--- src/rtl/fir_pkg.sv ---
// Shared helpers for the CLA moving-sum FIR: default sizes, tree-depth and
// tree-packing arithmetic, and operand sign extension.
package fir_pkg;

    localparam int unsigned DEF_W    = 16;
    localparam int unsigned DEF_TAPS = 8;

    typedef logic signed [DEF_W-1:0] sample_t;

    function automatic int unsigned lg_of(input int unsigned n);
        int unsigned r;
        r = 0;
        for (int unsigned i = 0; i < 32; i++) begin
            if ((32'd1 << r) < n) r = r + 1;
        end
        return r;
    endfunction

    // Bit offset of tree level k inside the flat tree register; levels 1..k-1
    // precede it, level j holding taps>>j words of w+j bits.
    function automatic int unsigned lvl_off(input int unsigned w, input int unsigned taps,
                                            input int unsigned k);
        int unsigned off;
        off = 0;
        for (int unsigned j = 1; j < k; j++) begin
            off = off + (taps >> j) * (w + j);
        end
        return off;
    endfunction

    function automatic logic [63:0] sext(input logic [63:0] x, input int unsigned w);
        logic [63:0] m;
        m = ~64'd0 << w;
        return x[w-1] ? (x | m) : (x & ~m);
    endfunction

endpackage

--- src/rtl/cla_add.sv ---
// Combinational N-bit signed carry-lookahead adder with an exact N+1-bit sum.
module cla_add
    import fir_pkg::*;
#(
    parameter int unsigned N = 16
) (
    input  logic [N-1:0] i_a,
    input  logic [N-1:0] i_b,
    output logic [N:0]   o_sum
);

    localparam int unsigned M = N + 1;

    logic [M-1:0] w_a;
    logic [M-1:0] w_b;
    logic [M-1:0] w_p;
    logic [M-2:0] w_g;
    logic [M-1:0] w_c;
    logic         w_term;

    assign w_a = M'(sext(64'(i_a), N));
    assign w_b = M'(sext(64'(i_b), N));
    assign w_p = w_a ^ w_b;
    assign w_g = w_a[M-2:0] & w_b[M-2:0];

    // Each carry is the flat OR of every generate propagated up to its bit.
    always_comb begin
        w_c    = '0;
        w_term = 1'b0;
        for (int i = 1; i < M; i++) begin
            for (int j = 0; j < i; j++) begin
                w_term = w_g[j];
                for (int k = j + 1; k < i; k++) begin
                    w_term = w_term & w_p[k];
                end
                w_c[i] = w_c[i] | w_term;
            end
        end
    end

    assign o_sum = w_p ^ w_c;

endmodule

--- src/rtl/fir_ntap_cla_pipe.sv ---
// N-tap unity-coefficient FIR: valid-qualified delay line feeding a registered
// binary tree of CLA adders, with optional rounded-average output.
module fir_ntap_cla_pipe
    import fir_pkg::*;
#(
    parameter int unsigned W    = DEF_W,
    parameter int unsigned TAPS = DEF_TAPS,
    localparam int unsigned LG  = lg_of(TAPS)
) (
    input  logic                   clk,
    input  logic                   reset,
    input  logic                   clear,
    input  logic                   in_valid,
    input  logic signed [W-1:0]    a_in,
    input  logic                   avg_mode,
    output logic                   out_valid,
    output logic signed [W+LG-1:0] s_out
);

    localparam int unsigned SW      = W + LG;
    localparam int unsigned TREE_W  = lvl_off(W, TAPS, LG + 1);
    localparam int unsigned SUM_OFF = lvl_off(W, TAPS, LG);
    localparam logic [SW-1:0] RND   = SW'(1) << (LG - 1);

    logic [W-1:0]      r_tap [TAPS];
    logic [TREE_W-1:0] r_tree;
    logic [TREE_W-1:0] w_tree_d;
    logic [LG:0]       r_vld;
    logic [LG:0]       r_mode;
    logic              r_out_valid;
    logic [SW-1:0]     r_s_out;
    logic [SW-1:0]     w_sum;
    logic [SW:0]       w_rnd;
    logic [SW-1:0]     w_avg;

    always_ff @(posedge clk or posedge reset) begin
        if (reset) begin
            for (int i = 0; i < TAPS; i++) r_tap[i] <= '0;
        end else if (clear) begin
            for (int i = 0; i < TAPS; i++) r_tap[i] <= '0;
        end else if (in_valid) begin
            r_tap[0] <= a_in;
            for (int i = 1; i < TAPS; i++) r_tap[i] <= r_tap[i-1];
        end
    end

    // Level k packs TAPS>>k words of W+k bits; level 1 reads the taps directly.
    for (genvar k = 1; k <= LG; k++) begin : g_lvl
        localparam int unsigned NW   = W + k;
        localparam int unsigned NS   = TAPS >> k;
        localparam int unsigned OFF  = lvl_off(W, TAPS, k);
        localparam int unsigned POFF = lvl_off(W, TAPS, k - 1);

        for (genvar i = 0; i < NS; i++) begin : g_node
            logic [NW-2:0] w_a;
            logic [NW-2:0] w_b;

            if (k == 1) begin : g_src_tap
                assign w_a = r_tap[2*i];
                assign w_b = r_tap[2*i+1];
            end else begin : g_src_lvl
                assign w_a = r_tree[POFF + (2*i)*(NW-1) +: NW-1];
                assign w_b = r_tree[POFF + (2*i+1)*(NW-1) +: NW-1];
            end

            cla_add #(
                .N (NW - 1)
            ) u_add (
                .i_a   (w_a),
                .i_b   (w_b),
                .o_sum (w_tree_d[OFF + i*NW +: NW])
            );
        end
    end

    always_ff @(posedge clk or posedge reset) begin
        if (reset) begin
            r_tree <= '0;
            r_vld  <= '0;
            r_mode <= '0;
        end else begin
            r_tree <= clear ? '0 : w_tree_d;
            r_vld  <= clear ? '0 : {r_vld[LG-1:0], in_valid};
            r_mode <= {r_mode[LG-1:0], avg_mode};
        end
    end

    assign w_sum = r_tree[SUM_OFF +: SW];

    cla_add #(
        .N (SW)
    ) u_rnd (
        .i_a   (w_sum),
        .i_b   (RND),
        .o_sum (w_rnd)
    );

    assign w_avg = SW'($signed(w_rnd) >>> LG);

    always_ff @(posedge clk or posedge reset) begin
        if (reset) begin
            r_out_valid <= 1'b0;
            r_s_out     <= '0;
        end else begin
            r_out_valid <= r_vld[LG] & ~clear;
            if (r_vld[LG] && !clear) begin
                r_s_out <= r_mode[LG] ? w_avg : w_sum;
            end
        end
    end

    assign out_valid = r_out_valid;
    assign s_out     = r_s_out;

endmodule

--- config.mk ---
export PLATFORM = sky130hd
export DESIGN_NAME = fir_ntap_cla_pipe
export DESIGN_NICKNAME = d
export VERILOG_FILES = /design/src/rtl/fir_pkg.sv /design/src/rtl/cla_add.sv /design/src/rtl/fir_ntap_cla_pipe.sv
export SDC_FILE = /design/constraint.sdc
export NUM_CORES = 1
export LEC_CHECK = 0
export CORE_UTILIZATION = 25
export CTS_CLUSTER_DIAMETER = 150
export CTS_CLUSTER_SIZE = 12
export DETAILED_ROUTE_END_ITERATION = 10
export PLACE_DENSITY = 0.47
export SLEW_MARGIN = 10
export SYNTH_ARGS = -nofsm -noshare
export SYNTH_HDL_FRONTEND = slang
export SYNTH_SLANG_ARGS = --single-unit
export TNS_END_PERCENT = 5
--- constraint.sdc ---
create_clock -name clk -period 9.2 [get_ports clk]
set_clock_uncertainty 0.15 [all_clocks]
set_input_delay 1.84 -clock clk [delete_from_list [all_inputs] [get_ports clk]]
set_output_delay 1.84 -clock clk [all_outputs]
set_load 0.005 [all_outputs]
==> impl_metrics.ini, run 1 <==
[outcome]
status = complete, no violations

[synth]
netlist_area_um2 = 14500
synthCells = 1340
synth-seq-cells = 279
synth_ff_type = dfrtp_1
synth_cell_types = 57
ys_async_sr_fraction = 1.00
syn_nets = 1507
synth_edf_count = 0
ys_seq_area_frac = 0.481
ys_warn_count = 0
avgSynthCellArea_um2 = 10.8

[grt]
grt_pass1_vias = 9393
grt_pass1_wl_mm = 49.9
grt_overflow = 0
grt_max_degree = 157
antenna_found_initial = 3
grt_usage = 0.102

[timing]
setup_viol = 0
fin_tns_setup_ns = 0
drv_slew = 0
rsz0062_at_grt = false
post-route-period-util = 0.419
min_period_ns = 3.86
max_freq_mhz = 259
setup_ws_ns = 5.34
slew_headroom = 0.250
hold_violations = 0
worstMarginPinSlew_ns = 1.12

[detailed_routing]
final_antenna_net_count = 0
post_drt_via_cell_ratio = 4.37
wire_per_inst_um = 14.0
drt_iter0_drc = 467
first_pass_iters = 5
drc_errors = 0
num_vias = 9260
routed_wl_mm = 29.7

[critical_path]
path_common_cell = ha_1
worstPathArrival_ns = 4.15
slowest_stage = dfrtp_1
endpoint_kind = register
start_kind = register
reg2reg_depth = 19
rr_startpoint = r_tree[106]
cpPeakStageDelay_ns = 0.39
crit_chain = ha_1 -> ha_1 -> ha_1 -> ha_1 -> ha_1 -> ha_1 -> ha_1 -> ha_1 -> ha_1 -> ha_1 -> ha_1 -> ha_1 -> ha_1 -> ha_1 -> ha_1 -> inv_1 -> ha_1 -> mux2i_1 -> o21ai_0
path_class = register to register
cp_max_fo = 3
ff2ff_setup_slack_ns = 5.34
r2r-end = s_out[18]
worstPathRequired_ns = 9.49
path_buf_inv = 1
cp_top_family = adder cells

[pwr]
power_switching_mw = 0.569
ir_worst_vdd_uv = 118
p_seq_frac = 0.528
p_per_area_nw_per_um2 = 146
power_frac_clock = 0.404
p_int_mw = 1.83
report.power.total_mw = 2.40
p_comb_frac = 0.068
leakage_nw = 8.36
swShare = 0.237

[placed_design]
dp_hpwl_mm = 20.7
place_ws_ns = 4.88
routabilityCongestion = 0.730
io_buffers = 40
placed_area_um2 = 15700

[floorplanning]
die-area_um2 = 59100
rows = 87
die_y_um = 243
start_util = 0.255
core_area_um2 = 56900
die_w_um = 243
io_pins = 41

[cells_and_area]
syn_to_final_growth_pct = 13.2
drive_gt1_frac = 0.0506
final_util = 0.289
diodes = 0
nNetsFinal = 1530
finalInstanceArea_um2 = 16400

[cts]
cts_tree = yes
clockRootBuffer = clkbuf_16
ctsHoldBuffers = 0
ctsResizeCount = 0
cts_num_sinks = 279
h-tree-depth = 1
cts_buffers = 27
clk_pin_slew_ns = 0.06
cts_max_path_buffers = 3
clock_latency_ns = 0.55
post-cts-setup-buffers = 0

[job]
cap_viol_max_count = 0

[hold_path]
hold_start = r_mode[2]
hold_depth = 0
holdCritPathClass = register to register
whs_endpoint = r_mode[3]
-- layout by cell type, fill, tap and decap left out, types with 15 or more instances in the layout --
master and n:
dfrtp_1 279, nor2_1 225, mux2i_1 149, ha_1 139, nand2_1 61, a21oi_1 58, o21ai_0 54, xnor2_1 45
clkdlybuf4s50_1 38, nor2b_1 34, nor3_1 32, clkbuf_16 27, nand2b_1 20, a21o_1 18, o21a_1 15
-- per-stage QoR --
step | std cells | hold WS, ns
after floorplan | 1340 | 0.181
final | 2119 | 0.203
after global routing | 2119 | 0.217
after CTS | 2119 | 0.206
after global placement | 2090 | 0.189
after detailed placement | 2090 | 0.194
-- metal layers --
metal / global-route usage / vias up / wire [um]
met5: 0 / - / 0
met2: 0.160 / 96 / 13300
met4: 0.0181 / 0 / 468
li1: - / 4705 / -
met3: 0.0163 / 33 / 830
met1: 0.148 / 4426 / 15100
-- logic make-up after synthesis --
family                   after synthesis  share of synthesized area
AO/OA/AOI/OAI                        208                     0.0945
buffers and inverters                 67                     0.0176
XOR/XNOR                              52                     0.0313
AND/OR/NAND/NOR                      426                      0.134
adder cells (fa/ha/maj)              146                      0.129
flip-flops                           279                      0.481
multiplexers                         162                      0.113
-- worst max path at each step --
stage                     slack [ns]                        end   startpoint  cells past startpoint
after floorplan                 3.52  g_lvl[1].g_node[0].w_a[0]        reset                      1
after detailed placement        4.88                 r_tree[61]        clear                      5
after global placement          4.88                 r_tree[61]        clear                      5
final                           5.34                  s_out[18]  r_tree[106]                     19
after global routing            5.10                  s_out[15]  r_tree[106]                     20
after CTS                       5.30                  s_out[15]  r_tree[106]                     20
-- cell type report --
class / instances / area [um2]
flip-flops and latches: 279 / 6980
inverters: 14 / 56.3
multi-input cells: 994 / 7290
clock inverters: 2 / 20.0
fillers: 5887 / 40500
clock buffers: 27 / 676
repair buffers: 47 / 470
well taps: 756 / 946
-- cells in the mapped netlist (3+ instances only) --
cell type / instances / area (um2)
buf_1: 15 / 56.3
a211oi_1: 5 / 37.5
nand3_1: 11 / 55.1
nand2b_1: 20 / 125
mux2_2: 13 / 146
a21boi_0: 13 / 97.6
ha_1: 139 / 1740
clkbuf_1: 35 / 131
a31oi_1: 4 / 25.0
dfrtp_1: 279 / 6980
o21a_1: 15 / 113
o211ai_1: 8 / 60.1
and3b_1: 5 / 43.8
or3_4: 3 / 33.8
mux2i_1: 149 / 1490
inv_1: 14 / 52.6
a21o_1: 18 / 135
buf_2: 3 / 15.0
or4_1: 3 / 22.5
o21ai_0: 54 / 270
or3_1: 10 / 62.6
nor2b_1: 34 / 213
xnor2_1: 45 / 394
o31ai_4: 3 / 63.8
nor3_1: 32 / 160
a21oi_1: 58 / 290
or2_2: 3 / 18.8
xor2_1: 7 / 61.3
o21bai_1: 4 / 30.0
fa_1: 7 / 140
nor2_1: 225 / 845
o2111ai_1: 5 / 43.8
nand4_1: 6 / 37.5
o31ai_1: 4 / 30.0
nand2_1: 61 / 229
-- power by group through the flow --
| stage | combinational (mW) | clock (mW) | sequential (mW) |
|---|---|---|---|
| after detailed placement | 0.167 | 0 | 1.29 |
| after global routing | 0.184 | 1.06 | 1.27 |
| after floorplan | 0.120 | 0 | 1.28 |
| after global placement | 0.165 | 0 | 1.29 |
| final | 0.162 | 0.970 | 1.27 |
| after CTS | 0.168 | 1.01 | 1.27 |
-- state kept, by name, summed over array words and instances, names as in the netlist --
signal / cells
s_out: 19
g_lvl.g_node.w_b: 64
r_tree: 123
r_mode: 4
out_valid: 1
r_vld: 4
g_lvl.g_node.w_a: 64
(Power assumes the default switching activity.)
==> run 2, diff against run 1 <==
- clock period: 9.2 -> 3.17 ns (I/O delays scaled with it)
==> run 2 against run 1 <==
  * Worst hold slack worse by 0.0041 ns
  * Design area is 2.1% higher
  * Register-to-register slack worse by 5.6 ns
  * Sequential power grew to 2.9 times the previous value
  * Combinational power grew to 3.1 times the previous value
  * Sequential share of layout area is 0.89 points lower
  * The flow now finishes with violations (setup timing)
==> impl_metrics.ini, run 2 (synthesis results as in run 1) <==
[floorplanning]
rows = 87
start_util = 0.255
die_y_um = 243
core_area_um2 = 56900
io_pins = 41
die_w_um = 243
die-area_um2 = 59100

[hold_path]
hold_depth = 0
holdCritPathClass = register to register

[timing]
worstMarginPinSlew_ns = 1.01
fin_tns_setup_ns = -1.03
setup_ws_ns = -0.284
hold_violations = 0
setup_viol = 5
drv_slew = 0
max_freq_mhz = 290
slew_headroom = 0.324
rsz0062_at_grt = true
min_period_ns = 3.45
holdWs_ns = 0.199
post-route-period-util = 1.09

[cells_and_area]
finalInstanceArea_um2 = 16800
final_common_cell = dfrtp_1
n_fill_cell = 5849
drive_gt1_frac = 0.0706
top_register = r_tree
finalNonFillerCells = 2129
largest_register_ffs = 123
syn_to_final_growth_pct = 15.6
final_util = 0.295
diodes = 0
mostFrequentLayoutCells = 279 x dfrtp_1, 225 x nor2_1, 149 x mux2i_1
nNetsFinal = 1541

[grt]
grt_pass1_vias = 9681
grt_usage = 0.105
grt_max_degree = 94
grt_overflow = 0
antenna_found_initial = 6
grt_pass1_wl_mm = 51.3

[cts]
cts_max_path_buffers = 3
post-cts-setup-buffers = 0
cts_num_sinks = 279
h-tree-depth = 1
cts_tree = yes
clk_pin_slew_ns = 0.06
clock_latency_ns = 0.54
cts_buffers = 27
clockRootBuffer = clkbuf_16

[detailed_routing]
drc_errors = 0
wire_per_inst_um = 14.4
num_vias = 9437
first_pass_iters = 4
final_antenna_net_count = 0
drt_iter0_drc = 412
post_drt_via_cell_ratio = 4.43
routed_wl_mm = 30.6

[placed_design]
place_ws_ns = -0.698
dp_hpwl_mm = 21.5
routabilityCongestion = 0.739
dpl.cell_count = 2101
placed_area_um2 = 15900
io_buffers = 40

[critical_path]
r2r-end = s_out[15]
crit_chain = ha_4 -> ha_4 -> ha_4 -> ha_4 -> ha_4 -> ha_4 -> ha_4 -> ha_4 -> ha_4 -> ha_4 -> ha_4 -> ha_4 -> ha_4 -> ha_4 -> ha_4 -> inv_4 -> ha_4 -> inv_2 -> mux2i_1 -> o21ai_1
start_kind = register
endpoint_kind = register
reg2reg_depth = 20
rr_startpoint = r_tree[107]
cpPeakStageDelay_ns = 0.42
ff2ff_setup_slack_ns = -0.28
worstPathArrival_ns = 3.78
worstPathRequired_ns = 3.49
cp_max_fo = 2
cp-endpoint = s_out[15]
path_buf_inv = 2
cp_top_family = adder cells
slowest_stage = dfrtp_1
path_class = register to register
path_common_cell = ha_4
critPathLaunch = r_tree[107]
cp.depth = 20

[pwr]
report.power.total_mw = 6.99
ir_worst_vdd_uv = 338
leakage_nw = 8.39
p_per_area_nw_per_um2 = 416

[outcome]
violations = setup timing
status = finished with violations

[job]
cap_viol_max_count = 0
-- run 2: where the power goes --
| group | internal [mW] | switching (mW) |
|---|---|---|
| clock | 1.50 | 1.31 |
| sequential | 3.63 | 0.0528 |
| combinational | 0.200 | 0.296 |
-- run 2: routing by layer --
metal,vias up,global-route usage,routed length (um)
li1,4745,-,-
met1,4562,0.150,15400
met2,94,0.169,13900
met3,36,0.0167,861
met4,0,0.0174,460
met5,-,0,0
-- run 2: worst min path at each step --
stage,startpoint,endpoint,slack [ns]
global route,r_mode[0],r_mode[1],0.22
floorplan,r_mode[0],r_mode[1],0.18
detailed placement,r_mode[1],r_mode[2],0.19
global placement,r_mode[1],r_mode[2],0.19
finish,r_mode[1],r_mode[2],0.20
CTS,r_mode[1],r_mode[2],0.20
-- run 2: cell type report --
class	instances	area, um2	area share
clock buffer	27	676	0.0402
inverter	14	58.8	0.00350
tap	756	946	0.0563
sequential	279	6980	0.416
clock inverter	1	11.3	0.000671
timing repair buffer	58	628	0.0374
multi-input combinational	994	7490	0.446
-- run 2: what timing repair did --
action | in CTS | in global routing
pin swaps | 5 | 5
hold buffers | 0 | 0
resized for setup | 33 | 7
gates cloned | 0 | 0
endpoints found under the setup margin | 8 | 6
==> run 3, diff against run 2 <==
- CAP_MARGIN: not set -> 15
==> results of run 3 <==
Final layout, timing and power as in run 2 (identical DEF).
